## src/rtl/thresholding_axilite_loader_if.sv

```systemverilog
// Bus bundle for the threshold loader: AXI-Stream threshold input plus AXI-Lite write-only initiator.
// master = loader side (stream sink, AXI-Lite initiator); slave = environment side.
interface thresholding_axilite_loader_if #(
   parameter int unsigned A_BITS  = 4,
   parameter int unsigned TDATA_W = 8
);
   logic               s_axis_tready;
   logic               s_axis_tvalid;
   logic [TDATA_W-1:0] s_axis_tdata;

   logic               m_axilite_AWVALID;
   logic               m_axilite_AWREADY;
   logic [A_BITS-1:0]  m_axilite_AWADDR;
   logic               m_axilite_WVALID;
   logic               m_axilite_WREADY;
   logic [31:0]        m_axilite_WDATA;
   logic [3:0]         m_axilite_WSTRB;
   logic               m_axilite_BVALID;
   logic               m_axilite_BREADY;
   logic [1:0]         m_axilite_BRESP;

   modport master (
      output s_axis_tready,
      input  s_axis_tvalid, s_axis_tdata,
      output m_axilite_AWVALID, m_axilite_AWADDR,
      input  m_axilite_AWREADY,
      output m_axilite_WVALID, m_axilite_WDATA, m_axilite_WSTRB,
      input  m_axilite_WREADY,
      input  m_axilite_BVALID, m_axilite_BRESP,
      output m_axilite_BREADY
   );

   modport slave (
      input  s_axis_tready,
      output s_axis_tvalid, s_axis_tdata,
      input  m_axilite_AWVALID, m_axilite_AWADDR,
      output m_axilite_AWREADY,
      input  m_axilite_WVALID, m_axilite_WDATA, m_axilite_WSTRB,
      output m_axilite_WREADY,
      output m_axilite_BVALID, m_axilite_BRESP,
      input  m_axilite_BREADY
   );
endinterface

```

## src/rtl/thresholding_axilite_loader.sv

```systemverilog
// Streams channel-major thresholds into a thresholding core over AXI-Lite, one write outstanding.
// Address is {channel, index}; index 2^N-1 is never written.
module thresholding_axilite_loader #(
   parameter int unsigned N = 2,
   parameter int unsigned M = 8,
   parameter int unsigned C = 3
) (
   input  logic                          ap_clk,
   input  logic                          ap_rst,
   input  logic                          start,
   output logic                          busy,
   output logic                          done,
   output logic                          err,
   thresholding_axilite_loader_if.master bus
);
   localparam int unsigned A_BITS = $clog2(C) + N;
   localparam int unsigned CW     = (C > 1) ? $clog2(C) : 1;
   localparam logic [N-1:0]  T_LAST = N'((1 << N) - 2);
   localparam logic [CW-1:0] C_LAST = CW'(C - 1);

   typedef enum logic [1:0] {IDLE, FETCH, WRITE, RESP} state_e;

   state_e            state_q, state_d;
   logic [N-1:0]      t_q, t_d;
   logic [CW-1:0]     c_q, c_d;
   logic              busy_q, busy_d;
   logic              done_q, done_d;
   logic              err_q, err_d;
   logic              tready_q, tready_d;
   logic              awvalid_q, awvalid_d;
   logic              wvalid_q, wvalid_d;
   logic              bready_q, bready_d;
   logic [A_BITS-1:0] awaddr_q, awaddr_d;
   logic [31:0]       wdata_q, wdata_d;
   logic              last_c;

   assign last_c = (c_q == C_LAST) && (t_q == T_LAST);

   // Next-state and registered-output logic
   always_comb begin
      state_d   = state_q;
      t_d       = t_q;
      c_d       = c_q;
      busy_d    = busy_q;
      done_d    = 1'b0;
      err_d     = err_q;
      tready_d  = tready_q;
      awvalid_d = awvalid_q;
      wvalid_d  = wvalid_q;
      bready_d  = bready_q;
      awaddr_d  = awaddr_q;
      wdata_d   = wdata_q;

      case (state_q)
         IDLE: begin
            if (start) begin
               state_d  = FETCH;
               busy_d   = 1'b1;
               tready_d = 1'b1;
               t_d      = '0;
               c_d      = '0;
               err_d    = 1'b0;
            end
         end
         FETCH: begin
            if (bus.s_axis_tvalid) begin
               state_d   = WRITE;
               tready_d  = 1'b0;
               awvalid_d = 1'b1;
               wvalid_d  = 1'b1;
               awaddr_d  = A_BITS'({c_q, t_q});
               wdata_d   = 32'(bus.s_axis_tdata[M-1:0]);
            end
         end
         WRITE: begin
            // AW and W retire independently; B is only accepted once both are gone
            if (bus.m_axilite_AWREADY) awvalid_d = 1'b0;
            if (bus.m_axilite_WREADY)  wvalid_d  = 1'b0;
            if (!awvalid_d && !wvalid_d) begin
               state_d  = RESP;
               bready_d = 1'b1;
            end
         end
         RESP: begin
            if (bus.m_axilite_BVALID) begin
               bready_d = 1'b0;
               if (bus.m_axilite_BRESP != 2'b00) err_d = 1'b1;
               if (last_c) begin
                  state_d = IDLE;
                  busy_d  = 1'b0;
                  done_d  = 1'b1;
               end else begin
                  state_d  = FETCH;
                  tready_d = 1'b1;
                  if (t_q == T_LAST) begin
                     t_d = '0;
                     c_d = c_q + CW'(1);
                  end else begin
                     t_d = t_q + N'(1);
                  end
               end
            end
         end
         default: state_d = IDLE;
      endcase
   end

   always_ff @(posedge ap_clk or posedge ap_rst) begin
      if (ap_rst) begin
         state_q   <= IDLE;
         t_q       <= '0;
         c_q       <= '0;
         busy_q    <= 1'b0;
         done_q    <= 1'b0;
         err_q     <= 1'b0;
         tready_q  <= 1'b0;
         awvalid_q <= 1'b0;
         wvalid_q  <= 1'b0;
         bready_q  <= 1'b0;
         awaddr_q  <= '0;
         wdata_q   <= '0;
      end else begin
         state_q   <= state_d;
         t_q       <= t_d;
         c_q       <= c_d;
         busy_q    <= busy_d;
         done_q    <= done_d;
         err_q     <= err_d;
         tready_q  <= tready_d;
         awvalid_q <= awvalid_d;
         wvalid_q  <= wvalid_d;
         bready_q  <= bready_d;
         awaddr_q  <= awaddr_d;
         wdata_q   <= wdata_d;
      end
   end

   assign busy                  = busy_q;
   assign done                  = done_q;
   assign err                   = err_q;
   assign bus.s_axis_tready     = tready_q;
   assign bus.m_axilite_AWVALID = awvalid_q;
   assign bus.m_axilite_AWADDR  = awaddr_q;
   assign bus.m_axilite_WVALID  = wvalid_q;
   assign bus.m_axilite_WDATA   = wdata_q;
   assign bus.m_axilite_WSTRB   = 4'hF;
   assign bus.m_axilite_BREADY  = bready_q;
endmodule

```

## src/flat_wrapper.sv

```systemverilog
// flat-port wrapper written by rule: the top's interface ports become plain ports
module thresholding_axilite_loader_flat 
#(
   parameter int unsigned N = 2,
   parameter int unsigned M = 8,
   parameter int unsigned C = 3
)
  (ap_clk, ap_rst, start, busy, done, err, bus_s_axis_tready, bus_s_axis_tvalid, bus_s_axis_tdata, bus_m_axilite_AWVALID, bus_m_axilite_AWADDR, bus_m_axilite_AWREADY, bus_m_axilite_WVALID, bus_m_axilite_WDATA, bus_m_axilite_WSTRB, bus_m_axilite_WREADY, bus_m_axilite_BVALID, bus_m_axilite_BRESP, bus_m_axilite_BREADY);
  thresholding_axilite_loader_if #(.A_BITS(($clog2(C) + N)), .TDATA_W((((M + 7) / 8) * 8))) bus_i ();
  input  logic ap_clk;
  input  logic ap_rst;
  input  logic start;
  output logic busy;
  output logic done;
  output logic err;
  output wire logic [$bits(bus_i.s_axis_tready)-1:0] bus_s_axis_tready;
  input wire logic [$bits(bus_i.s_axis_tvalid)-1:0] bus_s_axis_tvalid;
  input wire logic [$bits(bus_i.s_axis_tdata)-1:0] bus_s_axis_tdata;
  output wire logic [$bits(bus_i.m_axilite_AWVALID)-1:0] bus_m_axilite_AWVALID;
  output wire logic [$bits(bus_i.m_axilite_AWADDR)-1:0] bus_m_axilite_AWADDR;
  input wire logic [$bits(bus_i.m_axilite_AWREADY)-1:0] bus_m_axilite_AWREADY;
  output wire logic [$bits(bus_i.m_axilite_WVALID)-1:0] bus_m_axilite_WVALID;
  output wire logic [$bits(bus_i.m_axilite_WDATA)-1:0] bus_m_axilite_WDATA;
  output wire logic [$bits(bus_i.m_axilite_WSTRB)-1:0] bus_m_axilite_WSTRB;
  input wire logic [$bits(bus_i.m_axilite_WREADY)-1:0] bus_m_axilite_WREADY;
  input wire logic [$bits(bus_i.m_axilite_BVALID)-1:0] bus_m_axilite_BVALID;
  input wire logic [$bits(bus_i.m_axilite_BRESP)-1:0] bus_m_axilite_BRESP;
  output wire logic [$bits(bus_i.m_axilite_BREADY)-1:0] bus_m_axilite_BREADY;
  assign bus_s_axis_tready = bus_i.s_axis_tready;
  assign bus_i.s_axis_tvalid = bus_s_axis_tvalid;
  assign bus_i.s_axis_tdata = bus_s_axis_tdata;
  assign bus_m_axilite_AWVALID = bus_i.m_axilite_AWVALID;
  assign bus_m_axilite_AWADDR = bus_i.m_axilite_AWADDR;
  assign bus_i.m_axilite_AWREADY = bus_m_axilite_AWREADY;
  assign bus_m_axilite_WVALID = bus_i.m_axilite_WVALID;
  assign bus_m_axilite_WDATA = bus_i.m_axilite_WDATA;
  assign bus_m_axilite_WSTRB = bus_i.m_axilite_WSTRB;
  assign bus_i.m_axilite_WREADY = bus_m_axilite_WREADY;
  assign bus_i.m_axilite_BVALID = bus_m_axilite_BVALID;
  assign bus_i.m_axilite_BRESP = bus_m_axilite_BRESP;
  assign bus_m_axilite_BREADY = bus_i.m_axilite_BREADY;
  thresholding_axilite_loader #(.N(N), .M(M), .C(C)) u_core (.ap_clk(ap_clk), .ap_rst(ap_rst), .start(start), .busy(busy), .done(done), .err(err), .bus(bus_i));
endmodule
```

## config.mk

```make
export PLATFORM = sky130hd
export DESIGN_NAME = thresholding_axilite_loader_flat
export DESIGN_NICKNAME = d
export VERILOG_FILES = /design/src/rtl/thresholding_axilite_loader_if.sv /design/src/rtl/thresholding_axilite_loader.sv /design/src/flat_wrapper.sv
export SDC_FILE = /design/constraint.sdc
export NUM_CORES = 1
export LEC_CHECK = 0
export ABC_AREA = 1
export BUFFER_PORTS_ARGS = -buffer_cell sky130_fd_sc_hd__buf_2
export CORE_MARGIN = 5
export CORE_UTILIZATION = 50
export DETAILED_ROUTE_END_ITERATION = 12
export PLACE_DENSITY = 0.93
export SYNTH_ARGS = -nofsm -noshare
export SYNTH_HDL_FRONTEND = slang
export SYNTH_SLANG_ARGS = --single-unit
```

## constraint.sdc

```tcl
create_clock -name ap_clk -period 2.97 [get_ports ap_clk]
set_clock_uncertainty 0.2 [all_clocks]
set_input_delay 0.297 -clock ap_clk [delete_from_list [all_inputs] [get_ports ap_clk]]
set_output_delay 0.297 -clock ap_clk [all_outputs]
set_load 0.1 [all_outputs]
```

==> results of run 1 <==
[area by class of cell]
type | instances | area, µm² | area share (%)
multi-input cells | 120 | 664 | 39.7
flip-flops and latches | 25 | 626 | 37.4
repair buffers | 43 | 255 | 15.2
inverters | 17 | 63.8 | 3.81
well taps | 31 | 38.8 | 2.32
clock buffers | 4 | 26.3 | 1.57
[layer usage]
metal  global-route usage (%)  part of all wire (%)
met1                     16.9                    41
met5                        0                     0
met3                     2.94                   7.0
met4                     4.75                   2.0
met2                     22.7                    50
[flip-flops by register name, indices dropped and copies added (netlist names)]
register and cells:
u_core.bus.m_axilite_WDATA 8, u_core.bus.m_axilite_AWADDR 4, u_core.c_q 2, u_core.state_q 2, u_core.t_q 2, u_core.bus.m_axilite_AWVALID 1, u_core.bus.m_axilite_BREADY 1, u_core.bus.m_axilite_WVALID 1
u_core.bus.s_axis_tready 1, u_core.busy 1, u_core.done 1, u_core.err 1
[layout by cell type, fill, tap and decap left out, types with 4 or more instances in the layout]
cell           instances
nand4_1                5
ha_1                   7
dfrtp_1               25
inv_1                 17
buf_2                 35
mux2_4                 6
conb_1                28
dlygate4sd3_1          8
nand3_1               10
o21ai_0                8
nand2_1               38
mux2_2                 4
nor2_1                 7
[worst max-delay path, cell delays in order, from the launching register on]
cell and delay (ns):
dfrtp_1 0.47, inv_1 0.12, ha_1 0.25, nand2_1 0.07, nand2_1 0.13, inv_1 0.19, nand3_1 0.10, nand2_1 0.06
o21ai_0 0.07
[cell families after synthesis]
family	after synthesis	synth area share (%)
other cells	2	0.507
simple gates	63	18.0
fa+ha+maj	7	5.91
buf+inv	47	19.6
compound gates	12	4.73
mux	10	9.11
flops	25	42.2
[how the worst min path moves through the flow]
stage | start | to | slack [ns]
after floorplan | ap_rst | u_core.bus.m_axilite_AWADDR[0] | 0.12
after global placement | u_core.busy | u_core.busy | 0.26
after detailed placement | u_core.c_q[0] | u_core.c_q[0] | 0.26
after CTS | bus_s_axis_tdata[0] | u_core.bus.m_axilite_WDATA[0] | 0.001
after global routing | bus_s_axis_tdata[4] | u_core.bus.m_axilite_WDATA[4] | 0.01
final | bus_s_axis_tdata[4] | u_core.bus.m_axilite_WDATA[4] | 0.01
[metrics by stage]
| stage | hold WS (ns) | cell area, µm² | utilization (%) | instances |
|---|---|---|---|---|
| finish | 0.0106 | 1670 | 59.7 | 240 |
| floorplan | 0.124 | 1580 | - | 192 |
| global route | 0.0120 | 1670 | 59.7 | 240 |
| detailed placement | 0.264 | 1570 | 55.9 | 228 |
| global placement | 0.260 | 1570 | 55.9 | 228 |
| CTS | 0.00127 | 1640 | 58.6 | 237 |
[synth_stat cells]
cell     instances  share of area (%)
nor3_1           2               0.68
o22ai_1          1               0.42
a31oi_1          1               0.42
nand2_1         38                9.6
buf_4           28                 14
mux2_2           4                3.0
mux2_4           6                6.1
dfrtp_1         25                 42
buf_2            1               0.34
conb_1           2               0.51
a21oi_2          1               0.59
nor2_1           7                1.8
o21ai_0          8                2.7
nand3_1         10                3.4
nand4_1          5                2.1
buf_6            1               0.76
nand2_2          1               0.42
ha_1             7                5.9
inv_1           17                4.3
o21ai_2          1               0.59
==> run metrics, run 1 <==
status complete, no violations; syn_area_per_cell 8.93 µm²; Remaining DRCs 0; Critical Path Source Type flip-flop; CTS Buf Count 3; root buffer cell clkbuf_4; Final Hold Viols 0; post-synthesis sequential area ratio 42.2%; Setup violations, final 0; post-CTS setup buffer count 0; total gr overflow 0; cell area after synthesis 1480 µm²; global-route wire length before repair 4420 µm; relative max-transition margin 39.1%; share of cells above drive strength 1 24.4%; gpl congestion 0.851; ANT nets after route 0; nets@finish 234; setup TNS 0 ns; IO Pins 64; Initial Util 52.9%; part of the cycle the worst path needs 59.9%; worst skew pair latency 0.32 ns; worst setup path endpoint u_core.err; port bufs 35; WS Path Type reg2reg; # H-tree levels 1; cts repair resizes 0; Worst Setup SP u_core.state_q[0]; Hold Crit Depth 2; FF+latch count, synth 25; vias per inst 4.69; RR Endpoint u_core.err; RSZ-0062 raised after global routing no; Longest Clk Path Bufs 2; drt total wl 2900 µm; Syn Inst Count 166; total number of vias 1125; FMAX 562 MHz; starting DRC count in detailed routing 46; number of antenna violations at the first check in global routing 0; Worst R2R Setup Slack 1.19 ns; drt first pass iters 4; crit end category flip-flop; largest net degree at the start of global routing 26; Synth warnings 0; CP Data Required Time 2.98 ns; Antenna Cells 0; Hold Crit Class in2reg; Die W 64.5 µm; Synth cell types 20; Die H 64.5 µm; DIE AREA 4150 µm²; Slew Limit Fails 0; vias in the first global route 991; Core ar. 2810 µm²; Max Cap Viol 0; Fillers 239; Worst-Margin Slew 0.912 ns; Clock Pin Slew Worst Setup and Hold Paths 0.13 ns; pre-CTS setup slack 1.17 ns; GRT Overall Usage 13.4%; Area Growth Syn to Fin 12.9%; worst-case reg-to-reg path depth 8; Worst EP arrival 1.78 ns; crit path max fanout 6; worst r2r src u_core.state_q[0]; Sink Count 25; worst setup margin 1.19 ns; WL/cell 12.1 µm; min Tclk post-route 1.78 ns; HPWL after DPL 2140 µm; TritonCTS clock tree yes; CTS hold repair buffers 5; row count 19
Power of run 1 is left out: the tool's default activity adds up to more than one toggle a clock period on the data nets, which glitch-free logic cannot reach.
==> inputs of run 2 (changes only) <==
ABC_AREA = 0   (was 1)
CORE_UTILIZATION = 47   (was 50)
PLACE_DENSITY = 0.89   (was 0.93)
clock period = 1.7 ns   (was 2.97 ns; I/O delays follow)
==> run 2 against run 1 <==
Synthesized area increased by 1.7%. Register-to-register slack worse by 1.2 ns. Sequential cell count is the same. Fmax grew 4.8%. Die area up 6.9%. Synthesized cell count decreased by 13%. Utilization up 6.3 points. Routed wire length up 20%. Non-clock buffer count up 26. Critical path type unchanged. Critical endpoint is now u_core.state_q[1].
==> run metrics, run 2 <==
drt first pass iters 4 (unchanged); Sink Count 25 (unchanged); status complete, no violations; HPWL after DPL 2360 µm (+10%); TritonCTS clock tree yes; ys async rst share 100% (unchanged); Final Hold Viols 0 (unchanged); Area Growth Syn to Fin 34.7%; drt total wl 3490 µm (+20%); post-synthesis sequential area ratio 41.5% (-0.70 points); DIE AREA 4440 µm² (+6.9%); largest net degree at the start of global routing 26 (unchanged); Largest register FFs 8 (unchanged); total number of vias 1192 (+6.0%); most common cell in the netlist buf_4; Die W 66.6 µm (+3.4%); Initial Util 49.0% (-3.9 points); Synth cell types 35 (+75%); Remaining DRCs 0 (unchanged); FMAX 589 MHz (+4.8%); Max Cap Viol 0 (unchanged); share of cells above drive strength 1 44.2% (+20 points); syn_area_per_cell 10.4 µm² (+16%); most frequent cells in the layout 35 x buf_2, 28 x conb_1, 23 x dfrtp_1; Die H 66.6 µm (+3.4%); Worst EP arrival 1.72 ns (-0.06 ns); GRT Overall Usage 16.4% (+3.0 points); Post-synth top cells 28 x buf_4, 25 x dfrtp_1, 12 x inv_1; Setup violations, final 0 (unchanged); gpl congestion 0.851 (about the same); # H-tree levels 1 (unchanged); row count 20 (+1); global-route wire length before repair 5480 µm (+24%); pre-CTS setup slack -0.0763 ns (-1.25 ns); IO Pins 64 (unchanged); Slew Limit Fails 0 (unchanged); cell area after synthesis 1510 µm² (+1.7%); WL/cell 13.4 µm (+11%); Core ar. 3080 µm² (+9.7%); area leader, netlist dfrtp_1; most common cell after layout, fill and taps aside buf_2; Longest Clk Path Bufs 2 (unchanged); vias per inst 4.58 (-2.2%); RSZ-0062 raised after global routing yes; nets@finish 240 (+2.6%); top-area cell type share of the netlist area 41.5% (-0.70 points); starting DRC count in detailed routing 42 (-8.7%); FF+latch count, synth 25 (unchanged); worst skew pair latency 0.32 ns (about the same); CP Data Required Time 1.73 ns (-1.25 ns); Hold Crit Class in2reg; WS Path Type reg2reg; number of antenna violations at the first check in global routing 0 (unchanged); combined area of the multi-input logic cells 792 µm² (+19%); Critical Path Source Type flip-flop; Final Core Density 66.0% (+6.3 points); hold slack final 0.203 ns (+0.193 ns); register area 633 µm² (+1.2%); Synth warnings 0 (unchanged); post-route cell area 2030 µm² (+21%); CTS Buf Count 3 (unchanged); Synth area leaders dfrtp_1 41%, buf_4 14%, mux2_2 7.5%, ha_1 5.8%, inv_1 3.0%; crit path max fanout 6 (unchanged); ANT nets after route 0 (unchanged); part of the cycle the worst path needs 99.8% (+40 points); total gr overflow 0 (unchanged); min Tclk post-route 1.70 ns (-0.0812 ns); Cell Area, Placed 1750 µm² (+12%); root buffer cell clkbuf_4; vias in the first global route 1200 (+21%); port bufs 35 (unchanged); Syn Inst Count 145 (-13%); main flop type after synthesis dfrtp_1; crit end category flip-flop; Clock Pin Slew Worst Setup and Hold Paths 0.14 ns (about the same); worst setup margin 0.00292 ns (-1.19 ns); Fillers 236 (-1.3%); Post-synth EDFFs 0 (unchanged)
## run 2: worst max-delay path, cell delays in order, from the launching register on
cell and delay [ns]:
dfrtp_1 0.42, inv_2 0.08, ha_4 0.17, and2b_4 0.20, nor2_8 0.13, nand3_2 0.09
mux2_4 0.31
## run 2: layout make-up
cell class	count	area share [%]
diodes	1	0.123
inverters	12	2.22
multi-input cells	105	39.0
clock buffers	3	1.11
clock inverters	1	0.246
flip-flops and latches	25	31.2
repair buffers	69	23.4
well taps	44	2.71
## run 2: kinds of logic after synthesis
group / after synthesis / share of synthesized area (%)
multiplexers: 12 / 9.13
adder cells (fa/ha/maj): 7 / 5.81
AND/OR/NAND/NOR: 31 / 13.6
flip-flops: 25 / 41.5
AO/OA/AOI/OAI: 27 / 12.2
buffers and inverters: 41 / 17.3
other: 2 / 0.498
## run 2: per-stage QoR
stage	std cells	TNS, ns
final	260	0
after global routing	259	-0.375
after CTS	258	-0.0459
after detailed placement	236	-0.187
after global placement	236	-0.0162
after floorplan	171	-0.0130
## run 2: final timing paths
check                                               start  slack (ns)  cells after the start                        endpoint
max in group asynchronous                          ap_rst        0.81                      4    u_core.bus.m_axilite_AWVALID
setup / recovery                        u_core.state_q[1]       0.003                      6               u_core.state_q[1]
setup reg to reg                        u_core.state_q[1]       0.003                      6               u_core.state_q[1]
hold / removal                                      start        0.20                      5                   u_core.c_q[0]
hold reg to reg            u_core.bus.m_axilite_AWADDR[0]        0.30                      2  u_core.bus.m_axilite_AWADDR[0]
min in group asynchronous                          ap_rst        0.24                      4                     u_core.done
## run 2: per-layer routing
layer	track usage (%)	part of all wire, %	vias to the layer above
li1	-	-	574
met1	19.0	39	561
met2	28.5	51	50
met3	4.05	7.9	7
met4	7.36	1.8	0
met5	0	0	-
## run 2: what timing repair did
action / in CTS / in global routing
hold buffers: 15 / 0
setup buffers: 3 / 1
pin swaps: 0 / 9
endpoints found under the setup margin: 14 / 19
resized for setup: 3 / 16
hold endpoints to repair: 39 / 0
gates cloned: 0 / 0
Power of run 2 is left out for the same reason.
==> inputs of run 3 (changes only) <==
ABC_AREA = 1   (was 0)
CORE_UTILIZATION = 50   (was 47)
CTS_BUF_LIST = sky130_fd_sc_hd__clkbuf_4 sky130_fd_sc_hd__clkbuf_8 sky130_fd_sc_hd__clkbuf_16   (was unset)
PLACE_DENSITY = 0.93   (was 0.89)
clock period = 2 ns   (was 1.7 ns; I/O delays follow)
==> run 3 against run 2 <==
Non-clock buffer count decreased by 19. Count of clock-buffer cells in the layout is the same. Die area is 6.5% lower. Final cell count shrank 5.0%. Sequential cell count stayed put. Hold slack lost 0.14 ns. Register-to-register slack better by 0.17 ns. Routed wire length decreased by 12%. Worst setup slack better by 0.17 ns. Via count decreased by 2.9%. First-iteration DRC count increased by 110%. Largest cell class unchanged.
==> run metrics, run 3 (same netlist as run 1, synthesis figures left out) <==
status complete, no violations; vias per inst 4.69 (+2.3%); worst stage delay on the critical path 0.55 ns (+0.13 ns); # H-tree levels 1 (unchanged); Remaining DRCs 0 (unchanged); crit path max fanout 6 (unchanged); drt first pass iters 4 (unchanged); global-route wire length before repair 4950 µm (-9.7%); ANT nets after route 0 (unchanged); largest net degree at the start of global routing 26 (unchanged); Antenna Cells 0 (-1); register area 626 µm² (-1.2%); GRT Overall Usage 15.3% (-1.2 points); RSZ-0062 raised after global routing no; CTS Buf Count 3 (unchanged); Core ar. 2810 µm² (-8.9%); crit end category flip-flop; gpl congestion 0.849 (-0.29%); Critical Path Stages 4 (-2); total gr overflow 0 (unchanged); Critical Path Source Type flip-flop; min Tclk post-route 1.83 ns (+0.133 ns); Max Cap Viol 0 (unchanged); drt total wl 3090 µm (-12%); Fillers 221 (-6.4%); TritonCTS clock tree yes; most common cell after layout, fill and taps aside nand2_1; number of antenna violations at the first check in global routing 0 (unchanged); worst skew pair latency 0.33 ns (about the same); Die H 64.5 µm (-3.3%); Initial Util 52.9% (+3.9 points); Area Growth Syn to Fin 17.9%; starting DRC count in detailed routing 89 (+110%); Hold Crit Depth 4 (-1); Largest delay share family, worst path buffers and inverters; most frequent cells in the layout 38 x nand2_1, 35 x buf_2, 28 x conb_1; part of the cycle the worst path needs 91.5% (-8.3 points); total number of vias 1158 (-2.9%); worst-case reg-to-reg path depth 4 (-2); Crit-path slowest cell dlygate4sd3_1; IO Pins 64 (unchanged); port bufs 35 (unchanged); WS Path Type reg2reg; Clock Pin Slew Worst Setup and Hold Paths 0.14 ns (about the same); HPWL after DPL 2110 µm (-11%); vias in the first global route 1053 (-12%); nets@finish 241 (+0.42%); FMAX 546 MHz (-7.3%); Sink Count 25 (unchanged); DIE AREA 4150 µm² (-6.5%); Largest register FFs 8 (unchanged); CP Data Required Time 2.06 ns (+0.33 ns); share of cells above drive strength 1 25.0% (-19 points); Hold Crit Class in2reg; Most Frequent Cell on Critical Path o21ai_0; Final Hold Viols 0 (unchanged); setup TNS 0 ns (unchanged); Die W 64.5 µm (-3.3%); Slew Limit Fails 0 (unchanged); cells along the critical path ha_2, o21ai_0, dlygate4sd3_1, o21ai_0; WL/cell 12.5 µm (-7.0%); Setup violations, final 0 (unchanged); row count 19 (-5.0%); combined area of the multi-input logic cells 667 µm² (-16%); root buffer cell clkbuf_4; Worst EP arrival 1.89 ns (+0.17 ns); Longest Clk Path Bufs 2 (unchanged); Crit path buffers/inverters 1 (unchanged)
-- run 3: changes by cell type in the layout (fill, tap and decap cells not counted), moves of 5 or more --
cell     change
inv_1        +8
mux2_2       -6
nor2_1       +7
nand3_1     +10
ha_1         +5
buf_4       -16
mux2_4       +5
nand4_1      +5
nand2_1     +29
-- run 3: worst register-to-register path, delay by kind of cell (launching register included) --
kind | cells | cell delay (ns)
compound gates | 2 | 0.24
fa+ha+maj | 1 | 0.30
buf+inv | 1 | 0.55
flops | 1 | 0.48
-- run 3: cell type report --
class / instances / area share, %
flip-flops and latches: 25 / 35.8
clock buffers: 3 / 1.29
multi-input cells: 120 / 38.2
clock inverters: 1 / 0.429
repair buffers: 50 / 18.5
well taps: 31 / 2.22
inverters: 17 / 3.65
-- run 3: what timing repair did --
action / CTS / global route
resized for setup: 0 / 1
hold endpoints to repair: 38 / 0
buffers inserted: 0 / 0
hold buffers: 14 / 0
endpoints found under the setup margin: 0 / 1
-- run 3: path summary, 6_finish.rpt --
check	from	to	slack, ns
worst min-delay path	bus_s_axis_tvalid	u_core.bus.m_axilite_AWVALID	0.07
worst min register to register	u_core.bus.m_axilite_AWADDR[2]	u_core.bus.m_axilite_AWADDR[2]	0.30
max in group asynchronous	ap_rst	u_core.c_q[1]	1.12
worst max-delay path	u_core.state_q[0]	u_core.err	0.17
worst max register to register	u_core.state_q[0]	u_core.err	0.17
min in group asynchronous	ap_rst	u_core.bus.m_axilite_WDATA[3]	0.24
-- run 3: metrics by stage --
step | worst slack [ns] | instances | util [%] | hold slack [ns] | instance area (µm²)
2_1_floorplan | 0.264 | 192 | - | 0.0273 | 1580
4_1_cts | 0.103 | 247 | 62.2 | 0.0504 | 1750
5_1_grt | 0.0659 | 247 | 62.3 | 0.103 | 1750
3_5_place_dp | 0.220 | 229 | 56.2 | 0.0737 | 1580
6_report | 0.170 | 247 | 62.3 | 0.0653 | 1750
3_3_place_gp | 0.296 | 229 | 56.2 | 0.0587 | 1580
-- run 3: metal layers --
metal,track usage [%],up-vias,wire length (µm)
met1,18.3,524,1250
met3,4.84,6,266
met5,0,-,0
met2,26.9,51,1530
li1,-,577,-
met4,3.17,0,42
Power of run 3 is left out for the same reason.
